--- src/rtl/phys_mem_ctrl_pkg.sv ---
// Shared address map, COM status bit positions, FSM encoding and the address decoder
// used by the physical memory controller.
package phys_mem_ctrl_pkg;

   localparam logic [31:0] COM_DATA_ADDR = 32'h1FD0_03F8;
   localparam logic [31:0] COM_STAT_ADDR = 32'h1FD0_03FC;

   localparam int COM_STAT_TX_READY = 0;
   localparam int COM_STAT_RX_PEND  = 1;

   typedef enum logic [1:0] {
      ST_IDLE,
      ST_SRAM_ACC,
      ST_SRAM_END,
      ST_COM_TX
   } state_e;

   typedef enum logic [1:0] {
      RGN_NONE,
      RGN_SRAM,
      RGN_COM_DATA,
      RGN_COM_STAT
   } region_e;

   // COM registers are matched on the word address; SRAM occupies the low 2^(aw+2) bytes.
   function automatic region_e decode_region(input logic [31:0] addr, input int sram_aw);
      if (addr[31:2] == COM_DATA_ADDR[31:2]) return RGN_COM_DATA;
      if (addr[31:2] == COM_STAT_ADDR[31:2]) return RGN_COM_STAT;
      if ((addr >> (sram_aw + 2)) == 32'd0)  return RGN_SRAM;
      return RGN_NONE;
   endfunction

endpackage

--- src/rtl/phys_mem_ctrl_com_rx_fifo.sv ---
// Receive storage for COM bytes. With PHYS_MEM_RX_FIFO_EN defined it is a 2^LOG-entry FIFO
// (push when full is dropped); otherwise a single holding register where new bytes overwrite.
module phys_mem_ctrl_com_rx_fifo #(
   parameter int LOG = 4
) (
   input  logic       clk,
   input  logic       rst,
   input  logic       push,
   input  logic [7:0] push_data,
   input  logic       pop,
   output logic [7:0] rdata,
   output logic       full,
   output logic       empty
);

`ifdef PHYS_MEM_RX_FIFO_EN
   localparam int DEPTH = 1 << LOG;

   logic [7:0]   mem [DEPTH];
   logic [LOG:0] wr_ptr;
   logic [LOG:0] rd_ptr;
   logic         do_push;
   logic         do_pop;

   assign empty   = (wr_ptr == rd_ptr);
   assign full    = (wr_ptr[LOG] != rd_ptr[LOG]) && (wr_ptr[LOG-1:0] == rd_ptr[LOG-1:0]);
   assign do_pop  = pop && !empty;
   // A pop in the same cycle frees a slot, so a full FIFO still accepts that push.
   assign do_push = push && (!full || do_pop);
   assign rdata   = mem[rd_ptr[LOG-1:0]];

   // NOTE: the storage array is deliberately not reset; the pointers alone define which entries are valid.
   always_ff @(posedge clk) begin
      if (do_push) mem[wr_ptr[LOG-1:0]] <= push_data;
   end

   always_ff @(posedge clk or negedge rst) begin
      if (!rst) begin
         wr_ptr <= '0;
         rd_ptr <= '0;
      end else begin
         if (do_push) wr_ptr <= wr_ptr + 1'b1;
         if (do_pop)  rd_ptr <= rd_ptr + 1'b1;
      end
   end
`else
   logic [7:0] hold;
   logic       pending;
   logic       unused_log;

   assign unused_log = (LOG > 0);
   assign rdata      = hold;
   assign empty      = !pending;
   assign full       = pending;

   always_ff @(posedge clk or negedge rst) begin
      if (!rst) begin
         hold    <= 8'h00;
         pending <= 1'b0;
      end else if (push) begin
         hold    <= push_data;
         pending <= 1'b1;
      end else if (pop) begin
         pending <= 1'b0;
      end
   end
`endif

endmodule

--- src/rtl/phys_mem_ctrl.sv ---
// Physical memory controller: decodes cpu accesses to SRAM or the COM register pair and
// sequences SRAM strobe timing. PHYS_MEM_RX_FIFO_EN selects a FIFO for received COM bytes.
module phys_mem_ctrl
   import phys_mem_ctrl_pkg::*;
#(
   parameter int SRAM_ADDR_WIDTH = 20,
   parameter int SRAM_WAIT       = 2,
   parameter int RX_FIFO_LOG     = 4
) (
   input  logic                       clk,
   input  logic                       rst,
   input  logic [31:0]                dev_mem_addr,
   input  logic [31:0]                dev_mem_data_in,
   input  logic                       dev_mem_is_write,
   output logic [31:0]                dev_mem_data_out,
   output logic                       dev_mem_busy,
   output logic [SRAM_ADDR_WIDTH-1:0] sram_addr,
   output logic [31:0]                sram_wdata,
   output logic                       sram_data_oe,
   input  logic [31:0]                sram_rdata,
   output logic                       sram_ce_n,
   output logic                       sram_oe_n,
   output logic                       sram_we_n,
   output logic [7:0]                 com_tx_data,
   output logic                       com_tx_valid,
   input  logic                       com_tx_ready,
   input  logic [7:0]                 com_rx_data,
   input  logic                       com_rx_valid,
   output logic                       int_com_req
);

   localparam logic [3:0] WAIT_LAST = 4'(SRAM_WAIT - 1);

   state_e      state;
   state_e      state_next;
   logic [3:0]  wait_cnt;
   logic [29:0] tag_addr;
   logic        tag_wr;
   logic        tag_valid;
   logic        tag_hit;
   logic        start;
   logic        acc_wr;
   region_e     region;
   logic [31:0] com_stat;

   logic        rx_pop;
   logic [7:0]  rx_rdata;
   logic        rx_full;
   logic        rx_empty;
   logic        unused_rx_full;

   assign unused_rx_full = rx_full;

   // A request still presented after it completed matches the tag and is not reissued.
   assign region  = decode_region(dev_mem_addr, SRAM_ADDR_WIDTH);
   assign tag_hit = tag_valid && (tag_addr == dev_mem_addr[31:2]) && (tag_wr == dev_mem_is_write);
   assign start   = (state == ST_IDLE) && !tag_hit;

   assign dev_mem_busy = start || (state != ST_IDLE);
   assign rx_pop       = start && (region == RGN_COM_DATA) && !dev_mem_is_write && !rx_empty;
   assign int_com_req  = !rx_empty;

   always_comb begin
      com_stat                    = '0;
      com_stat[COM_STAT_TX_READY] = com_tx_ready;
      com_stat[COM_STAT_RX_PEND]  = !rx_empty;
   end

   phys_mem_ctrl_com_rx_fifo #(
      .LOG (RX_FIFO_LOG)
   ) u_com_rx_fifo (
      .clk       (clk),
      .rst       (rst),
      .push      (com_rx_valid),
      .push_data (com_rx_data),
      .pop       (rx_pop),
      .rdata     (rx_rdata),
      .full      (rx_full),
      .empty     (rx_empty)
   );

   // NOTE: every signal assigned here gets a default first so no path can infer a latch.
   always_comb begin
      state_next   = state;
      sram_ce_n    = 1'b1;
      sram_oe_n    = 1'b1;
      sram_we_n    = 1'b1;
      sram_data_oe = 1'b0;
      com_tx_valid = 1'b0;

      case (state)
         ST_IDLE: begin
            if (start) begin
               if (region == RGN_SRAM)
                  state_next = ST_SRAM_ACC;
               else if ((region == RGN_COM_DATA) && dev_mem_is_write)
                  state_next = ST_COM_TX;
            end
         end
         ST_SRAM_ACC: begin
            sram_ce_n    = 1'b0;
            sram_oe_n    = acc_wr;
            sram_we_n    = !acc_wr;
            sram_data_oe = acc_wr;
            if (wait_cnt == WAIT_LAST) state_next = ST_SRAM_END;
         end
         ST_SRAM_END: begin
            // Strobes released with chip enable and write data held for hold time.
            sram_ce_n    = 1'b0;
            sram_data_oe = acc_wr;
            state_next   = ST_IDLE;
         end
         ST_COM_TX: begin
            com_tx_valid = 1'b1;
            if (com_tx_ready) state_next = ST_IDLE;
         end
         default: state_next = ST_IDLE;
      endcase
   end

   // NOTE: state is updated with non-blocking assignments so every flop samples pre-edge values.
   always_ff @(posedge clk or negedge rst) begin
      if (!rst) begin
         state            <= ST_IDLE;
         wait_cnt         <= 4'd0;
         tag_addr         <= '0;
         tag_wr           <= 1'b0;
         tag_valid        <= 1'b0;
         acc_wr           <= 1'b0;
         sram_addr        <= '0;
         sram_wdata       <= '0;
         com_tx_data      <= 8'h00;
         dev_mem_data_out <= '0;
      end else begin
         state <= state_next;

         if (state == ST_SRAM_ACC) wait_cnt <= wait_cnt + 4'd1;
         else                      wait_cnt <= 4'd0;

         // The tag is loaded at start; busy stays high on state until the access really ends.
         if (start) begin
            tag_addr  <= dev_mem_addr[31:2];
            tag_wr    <= dev_mem_is_write;
            tag_valid <= 1'b1;

            case (region)
               RGN_SRAM: begin
                  sram_addr  <= dev_mem_addr[SRAM_ADDR_WIDTH+1:2];
                  sram_wdata <= dev_mem_data_in;
                  acc_wr     <= dev_mem_is_write;
               end
               RGN_COM_DATA: begin
                  if (dev_mem_is_write)
                     com_tx_data <= dev_mem_data_in[7:0];
                  else
                     dev_mem_data_out <= rx_empty ? 32'd0 : {24'd0, rx_rdata};
               end
               RGN_COM_STAT: begin
                  if (!dev_mem_is_write) dev_mem_data_out <= com_stat;
               end
               default: begin
                  if (!dev_mem_is_write) dev_mem_data_out <= 32'd0;
               end
            endcase
         end

         if ((state == ST_SRAM_END) && !acc_wr) dev_mem_data_out <= sram_rdata;
      end
   end

endmodule

--- config.mk ---
export PLATFORM = sky130hd
export DESIGN_NAME = phys_mem_ctrl
export DESIGN_NICKNAME = d
export VERILOG_FILES = /design/src/rtl/phys_mem_ctrl_pkg.sv /design/src/rtl/phys_mem_ctrl_com_rx_fifo.sv /design/src/rtl/phys_mem_ctrl.sv
export SDC_FILE = /design/constraint.sdc
export NUM_CORES = 1
export LEC_CHECK = 0
export CAP_MARGIN = 10
export CORE_MARGIN = 1.5
export CORE_UTILIZATION = 49
export DETAILED_ROUTE_END_ITERATION = 16
export PLACE_DENSITY = 0.85
export SLEW_MARGIN = 10
export SYNTH_ARGS = -nofsm -noshare
export SYNTH_HDL_FRONTEND = slang
export SYNTH_SLANG_ARGS = --single-unit
--- constraint.sdc ---
create_clock -name clk -period 6.1 [get_ports clk]
set_input_delay 0.61 -clock clk [delete_from_list [all_inputs] [get_ports clk]]
set_output_delay 0.61 -clock clk [all_outputs]
set_load 0.01 [all_outputs]
==> impl_metrics.csv, run 1 <==
group,metric,value,unit
place,dpl_cell_area,8160,um^2
timing,finalSetupViolCount,0,
finish,syn2layout_area_growth,46.9,%
job,drv_cap,0,
outcome,outcome,"finished clean",
global_routing,grt_pass1_wl,23700,um
timing,slew_headroom,21.6,%
global_routing,antenna_found_initial,0,
logic_synthesis,syn_avg_cell_area,14.2,um^2
logic_synthesis,synth-main-ff-cell,"dfrtp_1",
route,drt-total-wl,14900,um
place,dpl.hpwl,10500,um
power,power_leakage,0.00384,uW
logic_synthesis,syn_nets,538,
clocking,cts_made_buffers,17,
timing,rsz0062_at_grt,"no",
place,numPortBuffers,205,
timing,tightest_slew,1.17,ns
logic_synthesis,synthesis.area,5990,um^2
clocking,cts_tree,"done",
floorplanning,core_region_area,12000,um^2
floorplanning,die-area,12900,um^2
floorplanning,die_width,114,um
critical_path,crit_required,5.49,ns
logic_synthesis,yosysWarningCount,0,
finish,final_cell_area,8790,um^2
critical_path,startpoint_type,"input port",
timing,finClkSkew,0.00721,ns
timing,fmax,261,MHz
finish,drive_gt1_share,22.9,%
route,drc_errors,0,
finish,instances_no_fill,794,
clocking,htree_levels,4,
floorplanning,initial_core_util,50.1,%
place,dp.cells,762,
finish,antenna_cells,0,
critical_path,critPathCaptureType,"output pin",
timing,drv_slew,0,
route,ant_nets,0,
finish,final_cell_mix,"204 x clkdlybuf4s50_1, 140 x dfrtp_1, 99 x mux2_2, 24 x a22o_1",
route,num_vias,4369,
timing,min_period_over_period,62.9,%
route,first_pass_iters,5,
finish,fillCellCount,825,
clocking,clkLatencyLatePin,0.42,ns
global_routing,track_usage,24.0,%
route,highest_layer,"met4",
critical_path,critPathArrivalTime,3.23,ns
logic_synthesis,ys_seq_area_share,58.5,%
power,ir_worst_vdd,0.260,mV
route,dr_wl_met3,934,um
power,power_density,396,nW/um^2
logic_synthesis,synthArstFlopShare,100,%
timing,fin_setup_tns,0,ns
route,vias_per_cell,5.50,
timing,fin_crit,3.84,ns
route,met2_length,7600,um
finish,nNetsFinal,749,
logic_synthesis,synth.distinct_cells,44,
timing,hold_violations,0,
finish,layout.area.seq,3500,um^2
floorplanning,io_pins,208,
logic_synthesis,syn_inst,423,
route,met1_length,6050,um
min_path,min_path_type,"in2async",
clocking,path_clk_slew,0.05,ns
clocking,cts_hold_buf,0,
critical_path,cp_max_fo,8,
global_routing,first_global_vias,4553,
global_routing,overflow,0,
floorplanning,row_count,40,
place,finalWeightedCongestion,0.834,
floorplanning,die_h,114,um
global_routing,grt_max_degree,82,
route,routedWlPerCell,18.8,um
critical_path,critPathKind,"in2out",
finish,mostFrequentLayoutCell,"clkdlybuf4s50_1",
finish,multi_input_area,2360,um^2
route,drt_iter0_markers,215,
clocking,cts.sinks,140,
clocking,postCtsResizedCells,0,
clocking,cts_buffer_depth,2,
logic_synthesis,ys_seq_elements,140,
clocking,cts-root-buf,"clkbuf_16",
logic_synthesis,synth_edf_count,0,
clocking,post_cts_buffers,0,
worst paths after layout:
check	slack [ns]	endpoint	from	cells past startpoint
max reg2reg	2.99	sram_wdata[16]$_DFFE_PN0P_	state[1]$_DFFE_PN0P_	6
min reg2reg	0.50	dev_mem_data_out[8]$_DFFE_PN0P_	dev_mem_data_out[8]$_DFFE_PN0P_	1
min in group clk	0.50	dev_mem_data_out[8]$_DFFE_PN0P_	dev_mem_data_out[8]$_DFFE_PN0P_	1
max	2.26	dev_mem_busy	dev_mem_addr[2]	7
min	0.16	sram_addr[10]$_DFFE_PN0P_	rst	1
max in group asynchronous	4.50	dev_mem_data_out[13]$_DFFE_PN0P_	rst	2
worst max-delay path, stage by stage:
cell and delay [ns]:
clkdlybuf4s50_1 0.58, xnor2_1 0.33, nand4_1 0.13, or4_1 0.59, nor2_2 0.39, nand2_1 0.10, clkdlybuf4s50_1 0.49
kinds of logic after synthesis:
group | after synthesis | synth area share (%)
XOR/XNOR | 34 | 4.97
buffers and inverters | 24 | 2.28
flip-flops | 140 | 58.5
AO/OA/AOI/OAI | 45 | 6.35
AND/OR/NAND/NOR | 75 | 8.02
multiplexers | 99 | 18.6
adder cells (fa/ha/maj) | 6 | 1.25
through the flow:
| stage | util (%) | worst slack (ns) | power [uW] | hold WS [ns] |
|---|---|---|---|---|
| floorplan | - | 3.41 | 1930 | 0.314 |
| global placement | 68.2 | 2.24 | 2350 | 0.475 |
| detailed placement | 68.2 | 2.17 | 2400 | 0.481 |
| CTS | 73.5 | 2.24 | 3520 | 0.180 |
| global route | 73.5 | 2.11 | 3670 | 0.190 |
| finish | 73.5 | 2.26 | 3490 | 0.157 |
cells in the mapped netlist, types with 2 or more instances:
cell      instances  area, um^2
a21oi_1           3        15.0
a221o_1           7        70.1
a22o_1           24         210
and2_1            9        56.3
buf_2             7        35.0
buf_6             5        56.3
clkbuf_1          6        22.5
dfrtp_1         140        3500
ha_1              6        75.1
inv_1             6        22.5
mux2_2           99        1110
nand2_1           8        30.0
nand2b_1          4        25.0
nand3_1           3        15.0
nand4_1          12        75.1
nor2_1            5        18.8
nor2b_1           4        25.0
nor3_1            5        25.0
nor4_1           11        68.8
o21ai_0           2        10.0
or4_1             2        15.0
xnor2_1          17         149
xor2_1           17         149
routing by layer:
| metal | GRT usage [%] | up-vias |
|---|---|---|
| met5 | 0 | - |
| li1 | - | 1973 |
| met1 | 28.6 | 2216 |
| met2 | 40.8 | 157 |
| met4 | 10.1 | 0 |
| met3 | 7.12 | 23 |
cell type report:
class / instances / share of cell area, %
inverter: 6 / 0.256
multi-input combinational: 259 / 26.8
timing repair buffer: 210 / 23.8
sequential: 140 / 39.8
clock inverter: 11 / 1.86
clock buffer: 21 / 5.35
tap: 147 / 2.09
flip-flops by register name (all words and copies together) (netlist names):
signal and count:
tag_wr 1, sram_wdata 32, com_tx_data 8, tag_valid 1, wait_cnt 4, acc_wr 1, tag_addr 30, dev_mem_data_out 32
u_com_rx_fifo.rdata 8, sram_addr 20, u_com_rx_fifo.full 1, state 2
report_power, final:
group          internal, uW  switching, uW
Sequential             1150            144
Clock                   715            374
Combinational           607            494
Power figures use the tool's default switching activity.
==> run 2, diff against run 1 <==
- CORE_UTILIZATION: 49 -> 41
- PLACE_DENSITY: 0.85 -> 0.76
- clock period: 6.1 -> 3.4 ns (I/O delays scaled with it)
==> run 2 against run 1 <==
Net effect:
- clock-buffer cell count down 1
- clock skew is 0.0036 ns higher
- combinational power is 80% higher
- sequential share of layout area hardly changed
- critical path depth unchanged
- global-route usage is 4.0 points lower
- cell count rose by 4.9%
- sequential power grew 78%
- design area hardly changed
- critical endpoint unchanged
- highest routed layer unchanged
==> impl_metrics.csv, run 2 (synthesis results as in run 1) <==
group,metric,value,unit
route,num_vias,4261,
floorplanning,row_count,43,
clocking,cts_hold_buf,0,
timing,finClkSkew,0.0108,ns
timing,layout_setup_ws,0.452,ns
finish,drive_gt1_share,23.4,%
global_routing,first_global_vias,4584,
finish,syn2layout_area_growth,46.8,%
critical_path,startpoint_type,"input port",
global_routing,track_usage,20.1,%
critical_path,r2r-start,"tag_addr[6]$_DFFE_PN0P_",
clocking,cts.sinks,140,
clocking,clkLatencyLatePin,0.42,ns
clocking,cts_made_buffers,17,
critical_path,critPathCaptureType,"output pin",
clocking,htree_levels,4,
route,vias_per_cell,5.12,
place,finalWeightedCongestion,0.821,
global_routing,grt_pass1_wl,23200,um
job,drv_cap,0,
power,pwr-share-seq,38.8,%
floorplanning,die_width,124,um
timing,fin_setup_tns,0,ns
place,numPortBuffers,205,
place,dpl_worst_slack,0.326,ns
power,ir_worst_vdd,0.302,mV
timing,fmax,339,MHz
global_routing,antenna_found_initial,0,
clocking,postCtsResizedCells,0,
power,netSwitchingFraction,30.2,%
critical_path,critPathKind,"in2out",
global_routing,grt_max_degree,121,
timing,min_period_over_period,86.7,%
global_routing,overflow,0,
route,drt-total-wl,14700,um
timing,fin_crit,2.95,ns
timing,slew_headroom,27.5,%
clocking,post_cts_buffers,0,
power,clockPowerShare,28.2,%
floorplanning,core_region_area,14000,um^2
critical_path,setup.worst_path.start,"dev_mem_addr[12]",
timing,whs,0.0993,ns
power,total_power,5990,uW
clocking,cts_buffer_depth,2,
critical_path,critPathArrivalTime,2.61,ns
clocking,cts_tree,"done",
finish,reg_top3,"dev_mem_data_out x32, sram_wdata x32, tag_addr x30",
power,p_int,4180,uW
floorplanning,die_h,124,um
timing,finalSetupViolCount,0,
route,ant_nets,0,
power,switchingPower,1810,uW
route,first_pass_iters,4,
finish,nNetsFinal,755,
route,drc_errors,0,
power,power_density,682,nW/um^2
critical_path,cp.depth,7,
clocking,cts-root-buf,"clkbuf_16",
power,combPwrFrac,33.0,%
critical_path,r2r_cells,7,
min_path,min_path_type,"in2async",
route,routedWlPerCell,17.6,um
clocking,path_clk_slew,0.05,ns
finish,antenna_cells,0,
critical_path,cp_max_fo,4,
critical_path,cp_num_buf_inv,2,
critical_path,max_stage_delay,0.59,ns
timing,drv_slew,0,
timing,hold_violations,0,
route,drt_iter0_markers,246,
timing,rsz0062_at_grt,"no",
finish,final_cell_mix,"204 x clkdlybuf4s50_1, 140 x dfrtp_1, 99 x mux2_2, 24 x a22o_1",
critical_path,path_cells,"clkdlybuf4s50_1 > xnor2_1 > nand4_1 > or4_1 > nor2_2 > nand2_1 > clkdlybuf4s50_1",
floorplanning,initial_core_util,42.6,%
critical_path,crit_required,3.06,ns
outcome,outcome,"finished clean",
critical_path,slowest_stage,"or4_1",
floorplanning,io_pins,208,
critical_path,critical-path-top-delay-family,"buffers and inverters",
floorplanning,die-area,15300,um^2
finish,mostFrequentLayoutCell,"clkdlybuf4s50_1",
power,power_leakage,0.00383,uW
place,dpl.hpwl,10600,um
critical_path,cpMostUsedCell,"clkdlybuf4s50_1",
timing,tightest_slew,1.09,ns
## run 2: changes by cell type in the layout (fill, tap and decap cells not counted), sizes merged
cell,change
bufinv,-3
buf,+6
clkinvlp,+2
clkinv,+3
inv,-1
clkbuf,-1
## run 2: worst reg2reg max path, cell delays in order, from the launching register on
cell and delay, ns:
dfrtp_1 0.39, xor2_1 0.16, or4_1 0.53, nor4bb_1 0.29, nand4_1 0.23, nor3b_2 0.23, buf_4 0.27, mux2_2 0.37
## run 2: path summary, 6_finish.rpt
path	endpoint	slack, ns
worst max-delay path	dev_mem_busy	0.45
worst min-delay path	sram_addr[10]$_DFFE_PN0P_	0.1
worst max register to register	sram_wdata[28]$_DFFE_PN0P_	0.82
worst min register to register	dev_mem_data_out[28]$_DFFE_PN0P_	0.50
max in group asynchronous	dev_mem_data_out[6]$_DFFE_PN0P_	2.38
min in group clk	dev_mem_data_out[28]$_DFFE_PN0P_	0.50
## run 2: layout make-up
class                      instances  area [um^2]
multi-input combinational        259         2360
inverter                           6         22.5
clock inverter                    12         98.8
timing repair buffer             216         2140
tap                              180          225
fill                            1093         5250
clock buffer                      20          447
sequential                       140         3500
## run 2: power groups by stage
stage / sequential [uW] / combinational (uW) / clock [uW]
floorplan: 2370 / 1090 / 0
global placement: 2320 / 1930 / 0
detailed placement: 2350 / 1980 / 0
CTS: 2320 / 1990 / 1740
global route: 2370 / 2160 / 1810
finish: 2320 / 1980 / 1690
## run 2: metrics by stage
step                      std cells  instance area, um^2  utilization (%)
after global routing            833                 8790             62.6
after global placement          801                 8250             58.7
after CTS                       833                 8790             62.6
final                           833                 8790             62.6
after detailed placement        801                 8250             58.7
after floorplan                 423                 5990                -
## run 2: layer usage
metal	share of wire, %	global-route usage, %
met5	0	0
met4	2.2	8.76
met3	8.2	7.46
met2	48	32.5
met1	41	23.9
==> run 3, diff against run 2 <==
- CTS_BUF_LIST: unset -> sky130_fd_sc_hd__clkbuf_4 sky130_fd_sc_hd__clkbuf_8 sky130_fd_sc_hd__clkbuf_16
==> run 3 against run 2 <==
Net effect:
- via count is essentially flat
- clock-buffer cell count is the same
- core utilization grew 0.053 points
- highest routed layer unchanged
- register-to-register slack lost 0.02 ns
- critical path depth is the same
==> impl_metrics.csv, run 3 (synthesis results as in run 1) <==
group,metric,value,unit
critical_path,reg2reg_setup_slack,0.80,ns
floorplanning,core_region_area,14000,um^2
critical_path,r2r_cells,7,
timing,finClkSkew,0.00588,ns
route,vias_per_cell,5.11,
place,finalWeightedCongestion,0.821,
clocking,cts_hold_buf,0,
critical_path,cp_max_fo,4,
critical_path,r2r-start,"tag_addr[6]$_DFFE_PN0P_",
clocking,path_clk_slew,0.05,ns
clocking,cts_buffer_depth,2,
critical_path,critPathKind,"in2out",
route,num_vias,4259,
outcome,outcome,"finished clean",
timing,fmax,340,MHz
floorplanning,row_count,43,
timing,tightest_slew,1.09,ns
route,drt-total-wl,14600,um
route,drc_errors,0,
place,dp.cells,801,
floorplanning,initial_core_util,42.6,%
finish,nNetsFinal,755,
timing,whs,0.107,ns
timing,hold_violations,0,
timing,drv_slew,0,
global_routing,grt_max_degree,121,
clocking,htree_levels,4,
finish,final_cell_mix,"204 x clkdlybuf4s50_1, 140 x dfrtp_1, 99 x mux2_2, 24 x a22o_1",
floorplanning,die-area,15300,um^2
timing,rsz0062_at_grt,"no",
finish,final_cell_area,8800,um^2
timing,fin_setup_tns,0,ns
power,power_leakage,0.00383,uW
timing,finalSetupViolCount,0,
job,drv_cap,0,
clocking,clkLatencyLatePin,0.41,ns
finish,reg_top3,"dev_mem_data_out x32, sram_wdata x32, tag_addr x30",
timing,min_period_over_period,86.6,%
route,drt_iter0_markers,236,
place,dpl.hpwl,10600,um
critical_path,critPathCaptureType,"output pin",
place,dpl_cell_area,8250,um^2
floorplanning,die_h,124,um
finish,mostFrequentLayoutCell,"clkdlybuf4s50_1",
global_routing,antenna_found_initial,0,
global_routing,first_global_vias,4599,
global_routing,track_usage,20.0,%
power,power_density,683,nW/um^2
global_routing,overflow,0,
finish,syn2layout_area_growth,46.9,%
critical_path,crit_required,3.06,ns
finish,drive_gt1_share,23.7,%
clocking,cts_tree,"done",
route,first_pass_iters,4,
route,ant_nets,0,
min_path,min_path_type,"in2async",
clocking,post_cts_buffers,0,
clocking,cts_made_buffers,17,
critical_path,critPathArrivalTime,2.60,ns
critical_path,startpoint_type,"input port",
floorplanning,io_pins,208,
clocking,cts.sinks,140,
route,routedWlPerCell,17.5,um
finish,instances_no_fill,833,
finish,fillCellCount,1094,
critical_path,rr_endpoint,"sram_wdata[28]$_DFFE_PN0P_",
clocking,cts-root-buf,"clkbuf_16",
clocking,postCtsResizedCells,0,
finish,antenna_cells,0,
global_routing,grt_pass1_wl,23200,um
timing,slew_headroom,27.6,%
timing,fin_crit,2.94,ns
place,numPortBuffers,205,
power,ir_worst_vdd,0.302,mV
floorplanning,die_width,124,um
run 3: cell type report:
| class | instances | area, um^2 | share of cell area (%) |
|---|---|---|---|
| Clock inverter | 12 | 98.8 | 1.12 |
| Tap cell | 180 | 225 | 2.56 |
| Multi-Input combinational cell | 259 | 2360 | 26.8 |
| Timing Repair Buffer | 216 | 2140 | 24.3 |
| Sequential cell | 140 | 3500 | 39.8 |
| Clock buffer | 20 | 454 | 5.16 |
| Inverter | 6 | 22.5 | 0.256 |
run 3: where the power goes:
part           internal [uW]  leakage (uW)  switching, uW
Sequential              2070       0.00181            256
Clock                   1030      0.000268            675
Combinational           1100       0.00175            878
run 3: how the worst max path moves through the flow:
stage	from	end	cells past startpoint
3_3_place_gp	dev_mem_addr[18]	com_tx_data[3]$_DFFE_PN0P_	8
6_report	dev_mem_addr[12]	dev_mem_busy	7
3_5_place_dp	dev_mem_addr[13]	sram_wdata[28]$_DFFE_PN0P_	8
4_1_cts	dev_mem_addr[12]	dev_mem_busy	7
5_1_grt	dev_mem_addr[12]	dev_mem_busy	7
2_1_floorplan	dev_mem_addr[2]	tag_addr[10]$_DFFE_PN0P_	7
run 3: per-stage QoR:
step | power [uW] | setup WS, ns | utilization [%]
after floorplan | 3470 | 1.01 | -
after global placement | 4250 | 0.367 | 58.7
after detailed placement | 4320 | 0.326 | 58.7
after CTS | 6070 | 0.437 | 62.7
after global routing | 6360 | 0.334 | 62.7
final | 6010 | 0.455 | 62.7
run 3: layer usage:
layer	routed length, um	track usage, %
met2	7110	32.7
met5	0	0
met3	1220	7.23
met1	5950	23.8
met4	329	8.76
run 3: worst max-delay path, cell delays in order:
cell and delay (ns):
clkdlybuf4s50_1 0.50, xnor2_1 0.32, nand4_1 0.12, or4_1 0.59, nor2_2 0.17, nand2_1 0.07
clkdlybuf4s50_1 0.49
